==> src/rtl/cache_arb_pkg.sv <==
`default_nettype none
// ============================================================================
//  Package     : cache_arb_pkg
//  Description : Shared types and constants for the cache-port arbiter:
//                FSM state encoding, latched operation encoding and the
//                width of the performance counters.
//  Revision    : 1.0 - initial release
// ============================================================================
package cache_arb_pkg;

   // Arbiter FSM states
   typedef enum logic [1:0] {
      IDLE     = 2'd0,
      ISSUE    = 2'd1,
      COMPLETE = 2'd2
   } arb_state_t;

   // Latched operation encoding
   localparam logic OP_RD = 1'b0;
   localparam logic OP_WR = 1'b1;

   // Width of the access / miss performance counters
   localparam int CNT_W = 32;

endpackage : cache_arb_pkg
`default_nettype wire

==> src/rtl/rr_picker.sv <==
`default_nettype none
// ============================================================================
//  Module      : rr_picker
//  Description : Combinational round-robin picker. Returns the first pending
//                index found searching upward from (last+1) mod NUM_REQ,
//                wrapping around.
//  Revision    : 1.0 - initial release
//
//  Ports:
//    pending  in   NUM_REQ  one bit per requester with an outstanding request
//    last     in   IDX_W    index granted most recently
//    grant    out  IDX_W    selected index (0 when valid=0)
//    valid    out  1        at least one requester is pending
// ============================================================================
module rr_picker #(
   parameter int NUM_REQ = 2,
   parameter int IDX_W   = $clog2(NUM_REQ)
) (
   input  logic [NUM_REQ-1:0] pending,
   input  logic [IDX_W-1:0]   last,
   output logic [IDX_W-1:0]   grant,
   output logic               valid
);

   // Scan offsets from the farthest to the nearest; the final assignment
   // therefore belongs to the nearest pending index after 'last'.
   always_comb begin
      grant = '0;
      valid = 1'b0;
      for (int k = NUM_REQ; k >= 1; k--) begin
         if (pending[(int'(last) + k) % NUM_REQ]) begin
            grant = IDX_W'((int'(last) + k) % NUM_REQ);
            valid = 1'b1;
         end
      end
   end

endmodule : rr_picker
`default_nettype wire

==> src/rtl/cache_arbiter.sv <==
`default_nettype none
// ============================================================================
//  Module      : cache_arbiter
//  Description : Shares the single cache port between NUM_REQ requesters
//                with round-robin arbitration, one transaction at a time.
//                The winner's command is latched, driven to the cache until
//                its miss flag drops, then completed with a one-cycle done
//                pulse. Counts completed transactions and missed ones.
//  Revision    : 1.0 - initial release
//
//  Ports:
//    clk, rst     clock and synchronous active-high reset
//    req_rd/wr    per-requester read/write request, held until done
//    req_addr     packed addresses, slice i = requester i
//    req_wdata    packed write data, slice i = requester i
//    req_done     one-hot completion pulse
//    req_rdata    read data, valid while req_done != 0
//    c_rd_req     cache read request
//    c_wr_req     cache write request
//    c_addr       cache address
//    c_wr_data    cache write data
//    c_rd_data    cache registered read data
//    c_miss       cache combinational miss/busy flag
//    acc_cnt      completed transactions
//    miss_cnt     transactions that saw a miss
// ============================================================================
module cache_arbiter
   import cache_arb_pkg::*;
#(
   parameter int NUM_REQ = 2,
   parameter int ADDR_W  = 32,
   parameter int DATA_W  = 32
) (
   input  logic                      clk,
   input  logic                      rst,
   input  logic [NUM_REQ-1:0]        req_rd,
   input  logic [NUM_REQ-1:0]        req_wr,
   input  logic [NUM_REQ*ADDR_W-1:0] req_addr,
   input  logic [NUM_REQ*DATA_W-1:0] req_wdata,
   output logic [NUM_REQ-1:0]        req_done,
   output logic [DATA_W-1:0]         req_rdata,
   output logic                      c_rd_req,
   output logic                      c_wr_req,
   output logic [ADDR_W-1:0]         c_addr,
   output logic [DATA_W-1:0]         c_wr_data,
   input  logic [DATA_W-1:0]         c_rd_data,
   input  logic                      c_miss,
   output logic [CNT_W-1:0]          acc_cnt,
   output logic [CNT_W-1:0]          miss_cnt
);

   localparam int IDX_W = $clog2(NUM_REQ);

   arb_state_t          r_state;
   arb_state_t          w_state_nxt;
   logic [IDX_W-1:0]    r_grant;
   logic [IDX_W-1:0]    r_last;
   logic                r_op;
   logic [ADDR_W-1:0]   r_addr;
   logic [DATA_W-1:0]   r_wdata;
   logic                r_missed;
   logic [CNT_W-1:0]    r_acc_cnt;
   logic [CNT_W-1:0]    r_miss_cnt;

   logic [NUM_REQ-1:0]  w_pending;
   logic [IDX_W-1:0]    w_pick;
   logic                w_pick_vld;

   assign w_pending = req_rd | req_wr;

   rr_picker #(
      .NUM_REQ (NUM_REQ),
      .IDX_W   (IDX_W)
   ) u_picker (
      .pending (w_pending),
      .last    (r_last),
      .grant   (w_pick),
      .valid   (w_pick_vld)
   );

   // ------------------------------------------------------------------
   // Next-state logic
   // ------------------------------------------------------------------
   always_comb begin
      w_state_nxt = r_state;
      case (r_state)
         IDLE:     if (w_pick_vld) w_state_nxt = ISSUE;
         ISSUE:    if (!c_miss)    w_state_nxt = COMPLETE;
         COMPLETE: w_state_nxt = IDLE;
         default:  w_state_nxt = IDLE;
      endcase
   end

   // ------------------------------------------------------------------
   // State register, command latches, miss flag and counters
   // ------------------------------------------------------------------
   always_ff @(posedge clk) begin
      if (rst) begin
         r_state    <= IDLE;
         r_last     <= IDX_W'(NUM_REQ - 1);
         r_grant    <= '0;
         r_op       <= OP_RD;
         r_addr     <= '0;
         r_wdata    <= '0;
         r_missed   <= 1'b0;
         r_acc_cnt  <= '0;
         r_miss_cnt <= '0;
      end else begin
         r_state <= w_state_nxt;
         case (r_state)
            IDLE: begin
               if (w_pick_vld) begin
                  r_grant <= w_pick;
                  r_last  <= w_pick;
                  // A simultaneous read+write request is treated as a write.
                  r_op    <= req_wr[w_pick] ? OP_WR : OP_RD;
                  r_addr  <= req_addr[int'(w_pick)*ADDR_W +: ADDR_W];
                  r_wdata <= req_wdata[int'(w_pick)*DATA_W +: DATA_W];
               end
            end
            ISSUE: begin
               // c_miss can only be high from the first ISSUE cycle on
               // (the state is left as soon as it drops), so sampling it in
               // any ISSUE cycle is the same as sampling the first one.
               if (c_miss) r_missed <= 1'b1;
            end
            COMPLETE: begin
               r_acc_cnt <= r_acc_cnt + 1'b1;
               if (r_missed) r_miss_cnt <= r_miss_cnt + 1'b1;
               r_missed  <= 1'b0;
            end
            default: ;
         endcase
      end
   end

   // ------------------------------------------------------------------
   // Outputs: cache side is decoded from state and latched registers only,
   // so the cache sees a request gap in COMPLETE and IDLE.
   // ------------------------------------------------------------------
   assign c_rd_req  = (r_state == ISSUE) && (r_op == OP_RD);
   assign c_wr_req  = (r_state == ISSUE) && (r_op == OP_WR);
   assign c_addr    = r_addr;
   assign c_wr_data = r_wdata;

   for (genvar i = 0; i < NUM_REQ; i++) begin : g_done
      assign req_done[i] = (r_state == COMPLETE) && (r_grant == IDX_W'(i));
   end

   assign req_rdata = (r_state == COMPLETE) ? c_rd_data : '0;
   assign acc_cnt   = r_acc_cnt;
   assign miss_cnt  = r_miss_cnt;

endmodule : cache_arbiter
`default_nettype wire
==> config.mk <==
export PLATFORM = sky130hd
export DESIGN_NAME = cache_arbiter
export DESIGN_NICKNAME = d
export VERILOG_FILES = /design/src/rtl/cache_arb_pkg.sv /design/src/rtl/rr_picker.sv /design/src/rtl/cache_arbiter.sv
export SDC_FILE = /design/constraint.sdc
export NUM_CORES = 1
export LEC_CHECK = 0
export ABC_AREA = 1
export BUFFER_PORTS_ARGS = -buffer_cell sky130_fd_sc_hd__buf_2
export CAP_MARGIN = 20
export CORE_ASPECT_RATIO = 1.1
export CORE_MARGIN = 3
export CORE_UTILIZATION = 44
export CTS_CLUSTER_SIZE = 12
export DETAILED_ROUTE_END_ITERATION = 7
export GPL_ROUTABILITY_DRIVEN = 0
export GPL_TIMING_DRIVEN = 1
export PLACE_DENSITY_LB_ADDON = 0.05
export SLEW_MARGIN = 5
export SYNTH_ARGS = -nofsm -noshare
export SYNTH_HDL_FRONTEND = slang
export SYNTH_SLANG_ARGS = --single-unit
export TNS_END_PERCENT = 20
==> constraint.sdc <==
create_clock -name clk -period 1.4 [get_ports clk]
set_clock_uncertainty 0.05 [all_clocks]
set_input_delay 0.28 -clock clk [delete_from_list [all_inputs] [get_ports clk]]
set_output_delay 0.28 -clock clk [all_outputs]
set_load 0.05 [all_outputs]
After elaboration in Yosys (flattened, before gate mapping)

Index checks and enable logic that the tools add are counted.

Register bits: 134
Bits in latches: 0
Memory bits (writable): 0
Bits in read-only memories: 0
Bits of input ports: 167
Output and inout bits: 164
Word-level logic and storage cells: 57
Memories kept: 0

$add $sub $neg: 4
Multipliers: 0
Div/mod/pow operators: 0
Order comparisons: 3
Equality and inequality tests: 5
Shift operators: 2
Muxes and demuxes: 19
Bitwise operators: 5
Reduce and logical (&&, ||, !) cells: 10

Operators with widths:

| operator                | count |
|---|---|
| $shiftx A64 B7 Y32      | 2 |
| $add A32 B1 Y32 const B | 2 |
| $mux W32                | 1 |
| $mux W1                 | 14 |
| $reduce_and A2 Y1       | 4 |
| $lt A2 B3 Y1 const B    | 2 |
| $logic_and A1 B1 Y1     | 4 |
| $mux W2                 | 2 |
| $ne A2 B2 Y1 const B    | 2 |
| $pmux W2 S2             | 1 |
| $add A1 B1 Y1 const B   | 2 |
| $and A1 B1 Y1 const A   | 2 |
| $eq A2 B1 Y1 const B    | 1 |
| $eq A2 B2 Y1 const B    | 1 |
| $logic_not A2 Y1        | 1 |
| $lt A1 B2 Y1 const B    | 1 |
| $ne A2 B1 Y1 const B    | 1 |
| $not A1 Y1              | 2 |
| $or A2 B2 Y2            | 1 |
| $pmux W1 S2             | 1 |
| $reduce_bool A2 Y1      | 1 |

Depth between registers and ports, before layout

Gate-level depths: netlist of run 1.

Word-level depth: 10
Depth in mapped cells: 10
Gate-level depth less buffers: 9

By module

From an unflattened synthesis of run 1, not the netlist that was laid out.

Cell total of the unflattened synthesis: 1065
Area total of the unflattened synthesis: 6805.3 um^2

By module, submodules not included:

| module        | times used | cells each | area each (um^2) | seq. area each (um^2) |
|---|---|---|---|---|
| cache_arbiter | 1          | 1062       | 6790.3           | 2682.6 |
| rr_picker     | 1          | 3          | 15.0             | 0.0 |

Worst setup path after synthesis of run 1

OpenSTA, ideal clock, no wires.

Path kind: reg2reg
Start point: reg r_miss_cnt[1] (netlist: miss_cnt[1])
End point: reg r_miss_cnt[16] (netlist: miss_cnt[16])
Setup time: 0.116 ns
Arrival time: 1.717 ns
Data required time: 1.234 ns
Slack: -0.483 ns
Stages on the path, launching flop included: 9
Buffers on the path: 0
Clock period less this slack: 1.883 ns
Path through: dfxtp_1 -> ha_1 -> nand2_1 -> nor2_1 -> nand2_1 -> nor2_2 -> nand3_1 -> o21ai_0 -> nor2_1

Cells in the longest elaborated chain, start to end: 1

Ends and longest elaborated chain:

| what                     | RTL line             | source |
|---|---|---|
| start: declaration       | cache_arbiter.sv:63  | `logic [CNT_W-1:0] r_miss_cnt;` |
| start signal: assignment | cache_arbiter.sv:129 | `if (r_missed) r_miss_cnt <= r_miss_cnt + 1'b1;` |
| $add A32 B1 Y32          | cache_arbiter.sv:129 |  |

Every way passes these cells.
A chain may end at the register's enable or synchronous reset.

Worst setup path after layout of run 1

Start point: reg r_state[0]
End point: out req_rdata[27]

Cells in the longest elaborated chain, start to end: 2

Ends and longest elaborated chain:

| what                     | RTL line             | source |
|---|---|---|
| start: declaration       | cache_arbiter.sv:54  | `arb_state_t r_state;` |
| start signal: assignment | cache_arbiter.sv:109 | `r_state <= w_state_nxt;` |
| $eq A2 B2 Y1             | cache_arbiter.sv:150 | `assign req_rdata = (r_state == COMPLETE) ? c_rd_data : '0;` |
| $mux W32                 | cache_arbiter.sv:150 |  |
| end: declaration         | cache_arbiter.sv:41  | `output logic [DATA_W-1:0] req_rdata,` |

Every way passes these cells.

==> results_dict.tcl, run 1 <==
set metrics [dict create \
    place_hpwl_um 18730 \
    clk_latency_ns 0.42 \
    r2r_slack_ns -0.27 \
    crit_path_end_kind "primary output" \
    synth_cell_types 32 \
    io_buffers 330 \
    synth-seq-area-share_pct 35.73 \
    htreeDepth 4 \
    ant_nets 0 \
    start_kind "flip-flop" \
    cp.arrival_ns 1.42 \
    die_y_um 143.0 \
    drt_iter0_drc 432 \
    setup_viol_count_final 148 \
    p_leak_nw 6.384 \
    rr_startpoint "r_state[0]" \
    status "finished, violations left" \
    internal-power_mw 7.658 \
    globalRouteOverflowTotal 0 \
    grt_pass1_vias 8227 \
    die_w_um 130.6 \
    setup_slack_ns -0.3508 \
    seq_power_share_pct 35.8 \
    crit_end "req_rdata[27]" \
    grt_usage_pct 26.72 \
    max_freq_mhz 571.2 \
    wl_per_cell_um 13.82 \
    drc 0 \
    synth_area_sq_um 7508 \
    fin_cells 1860 \
    cts_made_buffers 17 \
    dpl-instance-area_sq_um 10300 \
    hold_slack_ns 0.08487 \
    ff2ff_path_depth 12 \
    synth-seq-cells 134 \
    nets 1810 \
    syn_avg_cell_area_sq_um 5.931 \
    dieArea_sq_um 18670 \
    switchingPower_mw 4.009 \
    tightest_slew_ns 0.3272 \
    rr_endpoint "miss_cnt[23]" \
    finalCriticalPeriod_ns 1.751 \
    multi_input_area_sq_um 4008 \
    start_util_pct 45.36 \
    clkSlewWorstSetupHoldPaths_ns 0.06 \
    cp.required_ns 1.07 \
    p_clk_share_pct 37.8 \
    share_comb_of_total_power_pct 26.4 \
    pin_count 331 \
    cts_tree "done" \
    cp_max_fo 8 \
    syn-instance-count 1266 \
    peakVddDrop_mv 0.8993 \
    cp-startpoint "r_state[0]" \
    drv_cap 0 \
    seq_area_sq_um 2823 \
    slew_headroom_pct 78.02 \
    grt_pass1_wl_um 39950 \
    cts.sinks 134 \
    fillerInstances 1410 \
    path_class "reg2out" \
    slew_violations 0 \
    syn2layout_area_growth_pct 58.44 \
    wl_um 25710 \
    fin_area_sq_um 11900 \
    cts_max_path_buffers 2 \
    hold_viol 0 \
    ys_warn_count 0 \
    hold_class "in2reg" \
    vias_per_cell 4.725 \
    cts_root_buffer "clkbuf_16" \
    finalPower_mw 11.67 \
    grt_max_degree 67 \
    fin_tns_setup_ns -19.80 \
    via_count 8789 \
    placementRows 49 \
    dr.pass1.iters 5 \
    p_per_area_nw_per_um2 980.7 \
    synth_nets 1435 \
    period_share_pct 125.1 \
    core_area_sq_um 16550 \
    switching_share_pct 34.36 \
    violations "negative setup slack" \
    antenna_found_initial 1 \
    dpl.cell_count 1816 \
    drive_gt1_share_pct 36.34 \
    rsz0062_at_grt "yes" \
]
how the worst min path moves through the flow:
stage | startpoint | endpoint | slack, ns | depth (start not counted)
floorplan | c_miss | r_state[1] | 0.31 | 1
global placement | miss_cnt[8] | miss_cnt[8] | 0.40 | 2
detailed placement | miss_cnt[8] | miss_cnt[8] | 0.41 | 2
CTS | req_wr[0] | r_op | 0.07 | 3
global route | req_wr[0] | r_op | 0.09 | 3
finish | req_wr[0] | r_op | 0.08 | 3
power groups by stage:
stage               logic [mW]  clock network (mW)  registers, mW
CTS                       3.02                4.47           4.17
detailed placement        2.87                   0           4.24
finish                    3.08                4.41           4.18
global route              3.35                4.66           4.21
floorplan                 1.13                   0           5.09
global placement          2.84                   0           4.24
sequential cells by signal, summed over array words and instances (netlist names):
name       cells
r_op           1
acc_cnt       32
r_missed       1
r_state        2
c_wr_data     32
c_addr        32
r_grant        1
r_last         1
miss_cnt      32
cells in the final DEF, fill, tap and decap left out, types with 10 or more instances in the layout:
| cell type | instances |
|---|---|
| inv_1 | 303 |
| nor2_1 | 285 |
| buf_2 | 209 |
| nand2_1 | 125 |
| o21ai_1 | 104 |
| dfxtp_1 | 78 |
| buf_4 | 74 |
| nor2_4 | 56 |
| o21ai_0 | 46 |
| buf_6 | 46 |
| nand3_1 | 41 |
| clkbuf_4 | 35 |
| a21oi_1 | 28 |
| dfxtp_4 | 28 |
| dfxtp_2 | 28 |
| buf_8 | 24 |
| clkbuf_16 | 19 |
| nand4_1 | 16 |
| nor2_2 | 16 |
| nand2_2 | 10 |
| buf_12 | 10 |
synth_stat cells:
master    number  area (sq um)
a31oi_1        3         18.77
nor2_4         3         33.78
a211oi_1       1         7.510
buf_6          1         11.26
nand2_2        3         18.77
and3_1         1         6.260
nor3_1        11         55.05
xor2_1         4         35.03
nor2_8         1         20.02
o21ai_1       66         330.3
nand3_1       49         245.2
clkbuf_1      21         78.83
inv_2          3         11.26
nand3b_1       1         7.510
and2_1         1         6.260
inv_1        305          1145
nand2_1      138         518.0
nor2_2        17         106.4
nand3_2        2         20.02
nand3_4        1         17.52
nand4_1       16         100.1
a21oi_1       28         140.1
o21bai_1       2         15.01
buf_2         18         90.09
ha_1           2         25.02
nor2_1       337          1265
buf_4          2         15.01
o21a_1         1         7.510
buf_1          5         18.77
o21ai_0       86         430.4
xnor2_1        3         26.28
dfxtp_1      134          2683
area by class of cell:
| class | count | area share [%] |
|---|---|---|
| antenna | 2 | 0.04207 |
| clock inverter | 11 | 0.8204 |
| multi-input combinational | 777 | 33.69 |
| sequential | 134 | 23.73 |
| timing repair buffer | 403 | 25.73 |
| tap | 204 | 2.146 |
| clock buffer | 21 | 4.049 |
| inverter | 308 | 9.802 |
stage by stage:
stage,utilization [%],worst slack (ns)
floorplan,-,-0.1779
global placement,62.20,-0.1468
detailed placement,62.20,-0.1902
CTS,69.80,-0.3570
global route,71.85,-0.3913
finish,71.87,-0.3508
worst max-delay path, stage by stage (launching register included):
cell	delay, ns
dfxtp_2	0.33
inv_4	0.09
nand2_8	0.11
clkbuf_16	0.21
nor2_4	0.10
buf_6	0.16
cells by family (layout without fill, tap and decap cells):
logic type / Yosys count / after routing / share of synthesized area, %
AOI/OAI and AO/OA: 187 / 187 / 12.65
and+or+nand+nor: 581 / 581 / 32.23
DFF: 134 / 134 / 35.73
buffers and inverters: 355 / 743 / 18.25
other: 0 / 2 / 0
xor gates and xnor gates: 7 / 7 / 0.8165
adders and majority gates: 2 / 2 / 0.3332
timing repair:
item / 4_1_cts / 5_1_grt
resized for setup: 217 / 100
setup buffers: 4 / 2
hold endpoints to repair: 1 / 0
hold buffers: 1 / 0
setup endpoints to repair: 145 / 211
gates cloned: 2 / 1
pin swaps: 10 / 14
layer usage:
layer  part of all wire, %  track usage, %  vias up  wire length [um]
met5                     0               0        -                 0
met1                    41           31.78     3958             10430
met2                    51           46.87      249             13100
met4                   2.2           8.121        0               564
li1                      -               -     4542                 -
met3                   6.3           7.071       40              1615
No activity file was read; power rests on OpenSTA's default activity.
==> run 2: changes to the inputs <==
- ABC_AREA: 1 -> unset
- CORE_UTILIZATION: 44 -> 41
==> run 2 against run 1 <==
The run still ends with negative setup slack left. Area after synthesis shrank 15%. Largest cell class is now buffers. Register-to-register slack lost 0.31 ns. Fmax down 12%. Via count shrank 11%. Largest power group unchanged. Highest routed layer unchanged. Sequential power down 1%. First-iteration DRC count grew 37%.
==> results_dict.tcl, run 2 <==
set metrics [dict create \
    status "finished, violations left" \
    violations "negative setup slack" \
    setup_slack_ns -0.5845 \
    cp_max_fo 9 \
    clk_latency_ns 0.42 \
    grt_max_degree 65 \
    htreeDepth 4 \
    dieArea_sq_um 17180 \
    fin_cells 1416 \
    syn2layout_area_growth_pct 92.12 \
    fillerInstances 971 \
    dpl.cell_count 1339 \
    synth-seq-area-share_pct 41.84 \
    finalCriticalPeriod_ns 1.985 \
    hold_viol 0 \
    seq_power_share_pct 35.2 \
    grt_usage_pct 27.06 \
    synth_cell_types 45 \
    p_leak_nw 5.610 \
    cts_root_buffer "clkbuf_16" \
    final_cell_mix "208 x buf_2, 111 x buf_4, 83 x nor2_1" \
    pin_count 331 \
    wl_um 28450 \
    drt_iter0_drc 590 \
    vias_per_cell 5.540 \
    dr.pass1.iters 5 \
    setup_viol_count_final 170 \
    internal-power_mw 7.819 \
    drc 0 \
    ys.flop_type "dfxtp_1" \
    synthSimpleGateAreaFrac_pct 24.86 \
    nets 1374 \
    clkSlewWorstSetupHoldPaths_ns 0.07 \
    cp.required_ns 1.68 \
    place_hpwl_um 16710 \
    io_buffers 330 \
    synth_compound_area_share_pct 14.62 \
    die_y_um 137.2 \
    die_w_um 125.2 \
    finalPower_mw 11.74 \
    cts_made_buffers 17 \
    cts.sinks 134 \
    grt_pass1_wl_um 37400 \
    drive_gt1_share_pct 60.67 \
    synth_nets 898 \
    synth_top_family_by_area "simple AND/OR/NAND/NOR gates" \
    synth-edff-count 0 \
    start_kind "flip-flop" \
    antenna_found_initial 0 \
    cts_tree "done" \
    placementRows 47 \
    ys_async_sr_fraction_pct 0 \
    core_area_sq_um 15170 \
    synth-seq-cells 134 \
    via_count 7845 \
    rsz0062_at_grt "yes" \
    switching_share_pct 33.39 \
    cts_max_path_buffers 2 \
    globalRouteOverflowTotal 0 \
    syn-instance-count 729 \
    ys_warn_count 0 \
    synth_most_common_cell "dfxtp_1" \
    hold_class "in2reg" \
    dpl_worst_slack_ns -0.4345 \
    synthXorXnorAreaFrac_pct 2.596 \
    p_clk_share_pct 37.9 \
    peakVddDrop_mv 0.8533 \
    mostFrequentLayoutCell "buf_2" \
    synth_top_area_share_pct 41.84 \
    start_util_pct 42.26 \
    p_per_area_nw_per_um2 953.0 \
    synthTopCellsByArea "dfxtp_1 42%, mux2i_1 10%, a211oi_1 7.5%, nor2_1 5.7%, and2_1 3.3%" \
    synth.largest_area_cell "dfxtp_1" \
    drv_cap 0 \
    slew_headroom_pct 56.25 \
    period_share_pct 141.8 \
    max_freq_mhz 503.9 \
    share_comb_of_total_power_pct 26.9 \
    switchingPower_mw 3.919 \
    hold_slack_ns 0.1257 \
    crit_path_end_kind "flip-flop" \
    synthMuxAreaShare_pct 11.57 \
    cp.arrival_ns 2.27 \
    wl_per_cell_um 20.09 \
    tightest_slew_ns 0.6503 \
    grt_pass1_vias 7155 \
    ant_nets 0 \
    syn_avg_cell_area_sq_um 8.794 \
    path_class "reg2reg" \
    synth-adder-area-share_pct 0.3903 \
    yosys-top-cells-count "134 x dfxtp_1, 98 x nor2_1, 64 x a211oi_1, 64 x mux2i_1, 42 x a21oi_1" \
    synth_area_sq_um 6411 \
    slew_violations 0 \
]
==> run 2: cell types whose count changed in the layout (fill, tap and decap cells not counted), moves of 30 or more <==
cell,change
inv_1,-293
nor2_1,-202
nand2_1,-103
o21ai_1,-101
mux2i_1,+57
a211oi_1,+53
nor2_4,-52
buf_8,+39
buf_4,+37
o21ai_0,-34
buf_6,+33
and2_4,+30
==> run 2: per-layer routing <==
metal  part of all wire [%]  vias up  global-route usage (%)
li1                       -     3652                       -
met1                     38     3713                   32.63
met2                     51      381                   46.03
met3                    7.0       99                   7.416
met4                    4.0        0                   10.78
met5                      0        -                       0
==> run 2: power by group through the flow <==
stage               Combinational [mW]  Clock [mW]  Sequential (mW)
floorplan                        0.913           0             5.02
global placement                  2.52           0             4.19
detailed placement                2.54           0             4.20
CTS                               2.68        4.45             4.12
global route                      3.31        4.63             4.16
finish                            3.16        4.45             4.14
==> run 2: logic make-up (layout without fill, tap and decap cells) <==
group / after synthesis / in the layout
AND/OR/NAND/NOR: 292 / 293
AO/OA/AOI/OAI: 144 / 144
flip-flops: 134 / 134
multiplexers: 73 / 73
buffers and inverters: 65 / 553
XOR/XNOR: 19 / 19
adder cells (fa/ha/maj): 2 / 2
other: 0 / 2
==> run 2: timing repair <==
| item | in CTS | in global routing |
|---|---|---|
| endpoints found under the setup margin | 226 | 236 |
| setup buffers | 18 | 9 |
| hold buffers | 1 | 0 |
| endpoints found under the hold margin | 1 | 0 |
| pin swaps | 44 | 87 |
| gates resized for setup | 285 | 175 |
| gates cloned | 2 | 13 |
==> run 2: layout make-up <==
cell class	count	area, sq um	area share (%)
Multi-Input combinational cell	531	4123	33.47
Timing Repair Buffer	511	4456	36.17
Clock buffer	19	464.2	3.769
Tap cell	196	245.2	1.991
Antenna cell	2	5.005	0.04063
Clock inverter	13	116.4	0.9447
Sequential cell	134	2870	23.30
Inverter	10	37.54	0.3048
==> run 2: final timing paths <==
kind	start	endpoint	slack, ns	depth (start not counted)
setup / recovery	r_state[0]	acc_cnt[19]	-0.58	7
hold / removal	req_addr[33]	c_addr[1]	0.13	3
setup reg to reg	r_state[0]	acc_cnt[19]	-0.58	7
hold reg to reg	c_addr[28]	c_addr[28]	0.44	2
==> run 2: critical path, stage by stage (launching register included) <==
cell and delay [ns]:
dfxtp_4 0.35, buf_4 0.15, and4b_2 0.36, nand4_1 0.16, buf_6 0.17, buf_4 0.13
or3_1 0.33, a21oi_1 0.18
==> run 2: through the flow <==
step                      area [sq um]  util [%]  setup TNS [ns]
final                            12320     81.18          -47.31
after global routing             12310     81.15          -57.51
after CTS                        11320     74.60          -59.72
after detailed placement          9553     62.96          -42.61
after global placement            9553     62.96          -38.77
after floorplan                   6788         -          -26.10
==> run 3: changes to the inputs <==
- ABC_AREA: unset -> 1
- CORE_ASPECT_RATIO: 1.1 -> 1.2
- CORE_UTILIZATION: 41 -> 44
==> run 3 against run 2 <==
The flow still finishes with violations (negative setup slack). Critical path depth fell by 2. Power up 6.6%. Die area rose by 8.7%. Sequential share of layout area down 0.81 points. Count of clock-buffer cells in the layout rose by 1. Final cell count is 34% higher. Design area is 1.9% higher. Global-route usage is 0.31 points lower. Worst hold slack got worse by 0.011 ns. Register-to-register slack better by 0.27 ns. Core utilization decreased by 5.0 points. Via count up 15%. Largest cell class is now multi-input gates. Largest power group unchanged.
==> results_dict.tcl, run 3 (synthesized netlist as in run 1, its figures left out) <==
set metrics [dict create \
    status "finished, violations left" \
    violations "negative setup slack" \
    crit_path_end_kind "primary output" \
    io_buffers 330 \
    fin_area_sq_um 12550 \
    cp_slowest_cell "dfxtp_2" \
    max_freq_mhz 552.6 \
    rr_endpoint "c_wr_data[22]" \
    p_clk_share_pct 39.9 \
    nets 1839 \
    final_cell_mix "303 x inv_1, 276 x nor2_1, 197 x buf_2" \
    grt_max_degree 66 \
    path_cells "nand2_4 > buf_12 > buf_16 > nor2_4 > buf_8" \
    slew_violations 0 \
    rr_startpoint "r_state[0]" \
    internal-power_mw 8.454 \
    htreeDepth 4 \
    grt_usage_pct 26.75 \
    clkSlewWorstSetupHoldPaths_ns 0.06 \
    worstHoldPathCells 5 \
    core_area_sq_um 16460 \
    rsz0062_at_grt "yes" \
    path_class "reg2out" \
    antenna_found_initial 3 \
    cp.arrival_ns 1.48 \
    syn2layout_area_growth_pct 67.14 \
    finalCriticalPeriod_ns 1.810 \
    drt_iter0_drc 410 \
    fillerInstances 1276 \
    dpl-instance-area_sq_um 10400 \
    cts_tree "done" \
    share_comb_of_total_power_pct 26.6 \
    dieArea_sq_um 18670 \
    cts_root_buffer "clkbuf_16" \
    placementRows 51 \
    drv_cap 0 \
    ant_nets 0 \
    ff2ff_path_depth 11 \
    slew_headroom_pct 75.85 \
    place_hpwl_um 19050 \
    r2r_slack_ns -0.31 \
    cp_slowest_stage_delay_ns 0.38 \
    tightest_slew_ns 0.3594 \
    pin_count 331 \
    grt_pass1_vias 8358 \
    die_y_um 149.1 \
    cts.sinks 134 \
    die_w_um 125.3 \
    drive_gt1_share_pct 38.98 \
    via_count 9047 \
    setup_slack_ns -0.4097 \
    wl_per_cell_um 14.42 \
    hold_viol 0 \
    hold_slack_ns 0.1146 \
    switching_share_pct 32.45 \
    drc 0 \
    seq_power_share_pct 33.5 \
    switchingPower_mw 4.061 \
    cp-startpoint "r_state[1]" \
    wl_um 27350 \
    start_kind "flip-flop" \
    mostFrequentLayoutCell "inv_1" \
    p_per_area_nw_per_um2 997.3 \
    period_share_pct 129.3 \
    crit_end "req_rdata[17]" \
    dr.pass1.iters 5 \
    globalRouteOverflowTotal 0 \
    peakVddDrop_mv 0.8718 \
    p_leak_nw 6.706 \
    cp_max_fo 5 \
    cp.required_ns 1.07 \
    grt_pass1_wl_um 40590 \
    clk_latency_ns 0.42 \
    cts_made_buffers 17 \
    start_util_pct 45.61 \
    setup_viol_count_final 157 \
    vias_per_cell 4.769 \
    hold_class "in2reg" \
    cts_max_path_buffers 2 \
]
-- run 3: cell count changes in the layout (fill, tap and decap cells not counted), sizes merged, moves of 24 or more --
cell and change:
a211oi -63, and2 -33, buf -95, inv +292, mux2i -64, nand2 +116, nand3 +31, nor2 +260
o21ai +136, or4 -24
-- run 3: layout make-up --
type | instances | area, sq um | share of cell area, %
Antenna cell | 2 | 5.005 | 0.03988
Tap cell | 212 | 265.3 | 2.114
Clock buffer | 20 | 456.7 | 3.639
Multi-Input combinational cell | 777 | 4136 | 32.96
Clock inverter | 12 | 198.9 | 1.585
Inverter | 308 | 1169 | 9.312
Timing Repair Buffer | 431 | 3487 | 27.79
Timing Repair inverter | 1 | 8.758 | 0.06979
Sequential cell | 134 | 2823 | 22.49
-- run 3: metrics by stage --
| stage | setup WS (ns) | utilization, % | cells | setup TNS, ns | power (mW) |
|---|---|---|---|---|---|
| finish | -0.4097 | 76.23 | 1897 | -37.62 | 12.52 |
| global route | -0.4656 | 76.21 | 1896 | -51.88 | 13.03 |
| CTS | -0.4080 | 72.21 | 1880 | -32.47 | 12.27 |
| detailed placement | -0.2698 | 63.16 | 1838 | -21.09 | 7.143 |
| global placement | -0.2171 | 63.16 | 1838 | -17.93 | 7.116 |
| floorplan | -0.1779 | - | 1266 | -5.797 | 6.218 |
-- run 3: worst min path at each step --
stage                            start  slack (ns)          end
after floorplan                 c_miss        0.31   r_state[1]
after global placement     miss_cnt[8]        0.41  miss_cnt[8]
after detailed placement   miss_cnt[8]        0.40  miss_cnt[8]
after CTS                 req_addr[50]        0.11   c_addr[18]
after global routing      req_addr[58]        0.13   c_addr[26]
final                     req_addr[50]        0.11   c_addr[18]
-- run 3: timing repair --
item,CTS,global route
gates cloned,2,7
hold buffers,1,0
setup endpoints to repair,197,230
pin swaps,18,28
gates resized for setup,224,144
endpoints found under the hold margin,1,0
buffers inserted,7,8
-- run 3: critical path, delay by kind of cell (launching register included) --
family	cells	cell delay, ns
AND/OR/NAND/NOR	2	0.21
buffers and inverters	3	0.46
flip-flops	1	0.38
-- run 3: power by group through the flow --
stage                     clock network, mW  logic (mW)  registers [mW]
final                                  5.00        3.33            4.19
after detailed placement                  0        2.90            4.24
after floorplan                           0        1.13            5.09
after global placement                    0        2.87            4.24
after global routing                   5.22        3.59            4.22
after CTS                              5.05        3.05            4.17
-- run 3: routing by layer --
metal / up-vias / wire length, um / GRT usage [%]
met2: 287 / 14140 / 47.28
li1: 4608 / - / -
met1: 4089 / 10640 / 30.84
met3: 59 / 1869 / 8.381
met4: 4 / 677 / 8.623
met5: - / 21 / 0
